<file path="src/rtl/tff_chain_sched.sv">
// Round-robin scheduler sharing one toggle-flip-flop chain among NREQ requesters:
// grant, clear the chain, hold toggle-enable for the latched burst length, then pulse done.
module tff_chain_sched #(
  parameter int NREQ = 4,
  parameter int CW   = 8
) (
  input  logic               i_clk,
  input  logic               i_rst,
  input  logic [NREQ-1:0]    i_req,
  input  logic [NREQ*CW-1:0] i_len,
  output logic [NREQ-1:0]    o_gnt,
  output logic               o_busy,
  output logic               o_t_clr,
  output logic               o_t_en,
  output logic [NREQ-1:0]    o_done
);

  localparam int PW = (NREQ > 1) ? $clog2(NREQ) : 1;

  typedef enum logic [1:0] {
    S_IDLE,
    S_CLEAR,
    S_RUN,
    S_DONE
  } state_t;

  state_t          r_state;
  logic [PW-1:0]   r_ptr;
  logic [PW-1:0]   r_win;
  logic [CW-1:0]   r_rem;

  logic [CW-1:0]   w_len_arr [NREQ];
  logic            w_found;
  logic [PW-1:0]   w_idx;
  logic [NREQ-1:0] w_idx_oh;

  always_comb begin
    for (int i = 0; i < NREQ; i++) begin
      w_len_arr[i] = i_len[i*CW +: CW];
    end
  end

  // Search starts at the priority pointer and wraps; the first asserted request wins.
  always_comb begin
    int j;
    j       = 0;
    w_found = 1'b0;
    w_idx   = '0;
    for (int i = 0; i < NREQ; i++) begin
      j = int'(r_ptr) + i;
      if (j >= NREQ) j = j - NREQ;
      if (!w_found && i_req[j]) begin
        w_found = 1'b1;
        w_idx   = PW'(j);
      end
    end
  end

  always_comb begin
    w_idx_oh        = '0;
    w_idx_oh[w_idx] = 1'b1;
  end

  // The grant vector is held from CLEAR through DONE, so done simply copies it.
  always_ff @(posedge i_clk) begin
    if (i_rst) begin
      r_state <= S_IDLE;
      r_ptr   <= '0;
      r_win   <= '0;
      r_rem   <= '0;
      o_gnt   <= '0;
      o_busy  <= 1'b0;
      o_t_clr <= 1'b0;
      o_t_en  <= 1'b0;
      o_done  <= '0;
    end else begin
      case (r_state)
        S_IDLE: begin
          if (w_found) begin
            r_state <= S_CLEAR;
            r_win   <= w_idx;
            r_rem   <= w_len_arr[w_idx];
            o_gnt   <= w_idx_oh;
            o_busy  <= 1'b1;
            o_t_clr <= 1'b1;
          end
        end
        S_CLEAR: begin
          o_t_clr <= 1'b0;
          if (r_rem != '0) begin
            r_state <= S_RUN;
            o_t_en  <= 1'b1;
          end else begin
            r_state <= S_DONE;
            o_done  <= o_gnt;
          end
        end
        S_RUN: begin
          r_rem <= r_rem - 1'b1;
          if (r_rem == CW'(1)) begin
            r_state <= S_DONE;
            o_t_en  <= 1'b0;
            o_done  <= o_gnt;
          end
        end
        S_DONE: begin
          r_state <= S_IDLE;
          o_gnt   <= '0;
          o_done  <= '0;
          o_busy  <= 1'b0;
          r_ptr   <= (r_win == PW'(NREQ-1)) ? '0 : r_win + 1'b1;
        end
        default: r_state <= S_IDLE;
      endcase
    end
  end

endmodule

</file>
<file path="config.mk">
export PLATFORM = sky130hd
export DESIGN_NAME = tff_chain_sched
export DESIGN_NICKNAME = d
export VERILOG_FILES = /design/src/rtl/tff_chain_sched.sv
export SDC_FILE = /design/constraint.sdc
export NUM_CORES = 1
export LEC_CHECK = 0
export ABC_CLOCK_PERIOD_IN_PS = 2300
export CAP_MARGIN = 20
export CORE_AREA = 4 4 66 68
export CTS_CLUSTER_SIZE = 25
export DETAILED_ROUTE_END_ITERATION = 16
export DIE_AREA = 0 0 70 72
export GPL_ROUTABILITY_DRIVEN = 0
export PLACE_DENSITY = 0.78
export SKIP_CTS_REPAIR_TIMING = 1
export SKIP_LAST_GASP = 1
export SYNTH_ARGS = -nofsm -noshare
export SYNTH_HDL_FRONTEND = slang
export SYNTH_SLANG_ARGS = --single-unit
</file>
<file path="constraint.sdc">
create_clock -name i_clk -period 2.3 [get_ports i_clk]
set_input_delay 0.23 -clock i_clk [delete_from_list [all_inputs] [get_ports i_clk]]
set_output_delay 0.23 -clock i_clk [all_outputs]
set_load 0.1 [all_outputs]
</file>
==> metrics.txt <==
Initial DRC Count 137; register area share after synthesis 28.09%; Synth cell types 55; maximum clock path buffer count 2; Syn. warnings 0; Finished Layout Cells 327; Hold Vio Cnt, Final 0; Post-synth ARST share 0%; Site Rows 23; dpl cells 323; Post-Synthesis Cells 212; syn avg cell area 8.404 um2; initial antenna violation count 0; WHS Path Cells 2; final worst-path cycle share 89.97%; Initial DRT Pass Iterations 4; wire length per cell 15.79 um; CP Capture Type flop; PnR worst setup slack 230.7 ps; crit start category flop; GRT Total Usage 20.24%; max_cap viols 0; fmax 483.3 MHz; max-slew violations 0; pre-CTS setup slack -1.624 ps; I/O Pins approximately 50; Lkg Pwr 0.9696 nW; DRC viols 0; final core area utilization 64.08%; Die Wd 70 um; Post-synth EDFFs 0; final setup violation count 0; largest net degree at the start of global routing 17; CTS tree done; gr ovfl total 0; clk slew on worst S/H paths 100 ps; Worst Path Required approximately 2500 ps; H-Tree Level Count 1; Die Height 72 um; I/O Buffers 48; fin nets 324; detailed placer's ending HPWL 3.999 mm; VDD IR-drop max 1.003 mV; outcome completed; CP max FO 7; Clock Latency Late Sink 280 ps; Storage cell area 500.5 um2; post-route ant nets 0; Hold Crit Class reg -> reg; clock skew 7.963 ps; Synth Flop Type dfxtp_1; Syn Nets 258; most common cell after layout, fill and taps aside clkdlybuf4s50_1; vias after detailed routing 1868; Layout fillers between 300 and 400; flops & latches, synth 25; ANT cells 0; core area 3856 um2; Period minus WS final 2069 ps; finished layout cell area 2471 um2; vias in the first global route approximately 1800; Initial Utilization 46.20%; commonest non-fill, non-tap cells in the layout 37 x clkdlybuf4s50_1, 34 x buf_4, 25 x dfxtp_1; Vias per Instance 5.713; Multi-input gate area 1195 um2; critical path class reg -> reg; Slew HR 57.34%; Critical Path AT ~2200 ps; global-route wire length before repair approximately 8.3 mm; Slew @ Worst Pin 639.8 ps; Final Routed Wirelength 5.164 mm; CTS root buffer clkbuf_8; total die area 5040 um2; final setup TNS 0 ps; fraction of layout cells with a size suffix above 1 approximately a fifth; RSZ-0062 raised after global routing false; synthesis-to-finish area growth 38.69%; Num CTS Buffers 3; Clock Sinks 25; Worst R2R Path Depth 7; Mapped Area 1782 um2; pwr dens 1060 nW/um2; DP Area 2421 um2
[per-layer routing]
layer / global-route usage [%] / part of all wire (%)
met5: 0 / 0
met4: 4.681 / 1.3
met3: 4.571 / 6.8
met2: 34.84 / 48
met1: 25.98 / 44
[critical path, stage by stage (launching register included)]
cell and delay [ps]:
dfxtp_1 350, inv_1 150, ha_1 310, nor2_1 80, a21oi_1 510, o22a_1 240, a21oi_1 70, a221o_1 260
[where the power goes]
part	total [mW]	switching, mW	internal [mW]
Clock	0.282	0.155	0.127
Combinational	1.59	0.969	0.622
Sequential	0.746	0.183	0.563
[Yosys cell counts (2+ instances only)]
master	number	area share [%]
a2111oi_2	3	2.5
a211o_1	6	2.9
a21oi_1	20	5.6
a221o_1	3	1.7
a221oi_1	6	2.9
a22oi_1	2	0.84
a311oi_1	2	0.98
a31oi_1	3	1.1
a32oi_1	2	0.98
and2b_1	2	0.84
and3_1	3	1.1
buf_1	2	0.42
buf_2	6	1.7
dfxtp_1	25	28
ha_1	8	5.6
inv_1	10	2.1
mux2_2	2	1.3
mux2i_1	2	1.1
nand2_1	10	2.1
nand2_2	2	0.70
nand2b_1	3	1.1
nand3_1	8	2.2
nor2_1	24	5.1
nor3_1	5	1.4
nor4_1	3	1.1
nor4_4	2	2.4
o21a_1	3	1.3
o21ai_0	11	3.1
o21bai_1	2	0.84
o22a_1	2	0.98
or3b_1	3	1.5
or3b_2	2	0.98
or4_1	3	1.3
[worst paths after layout]
kind | from | to | slack [ps]
setup / recovery | r_state[0] | r_rem[7] | 230
hold / removal | o_done[1] | o_done[1] | 470
setup reg to reg | r_state[0] | r_rem[7] | 230
hold reg to reg | o_done[1] | o_done[1] | 470
[kinds of logic (layout without fill, tap and decap cells)]
group | after synthesis | count (layout) | share of synthesized area (%)
buffers and inverters | 20 | 85 | 4.846
AOI/OAI and AO/OA | 76 | 76 | 31.95
muxes | 6 | 6 | 3.862
DFF | 25 | 25 | 28.09
and+or+nand+nor | 77 | 77 | 25.63
adders and majority gates | 8 | 8 | 5.618
[metrics by stage]
step                power, mW  hold slack [ps]
global placement        2.287            444.0
detailed placement      2.311            448.7
CTS                     2.603            467.2
floorplan               1.855            425.8
global route            2.797            482.7
finish                  2.619            467.6
[sequential cells by signal (all words and copies together), names as in the netlist]
name and count:
o_busy 1, o_done 4, o_gnt 4, o_t_clr 1, o_t_en 1, r_ptr 2, r_rem 8, r_state 2
r_win 2
[final cells by class]
type | count | area share, %
Clock inverter | 1 | 0.3544
Timing Repair Buffer | 71 | 25.32
Multi-Input combinational cell | 167 | 48.35
Tap cell | 50 | 2.532
Inverter | 10 | 1.519
Sequential cell | 25 | 20.25
Clock buffer | 3 | 1.671
No activity file was read; power rests on OpenSTA's default activity.
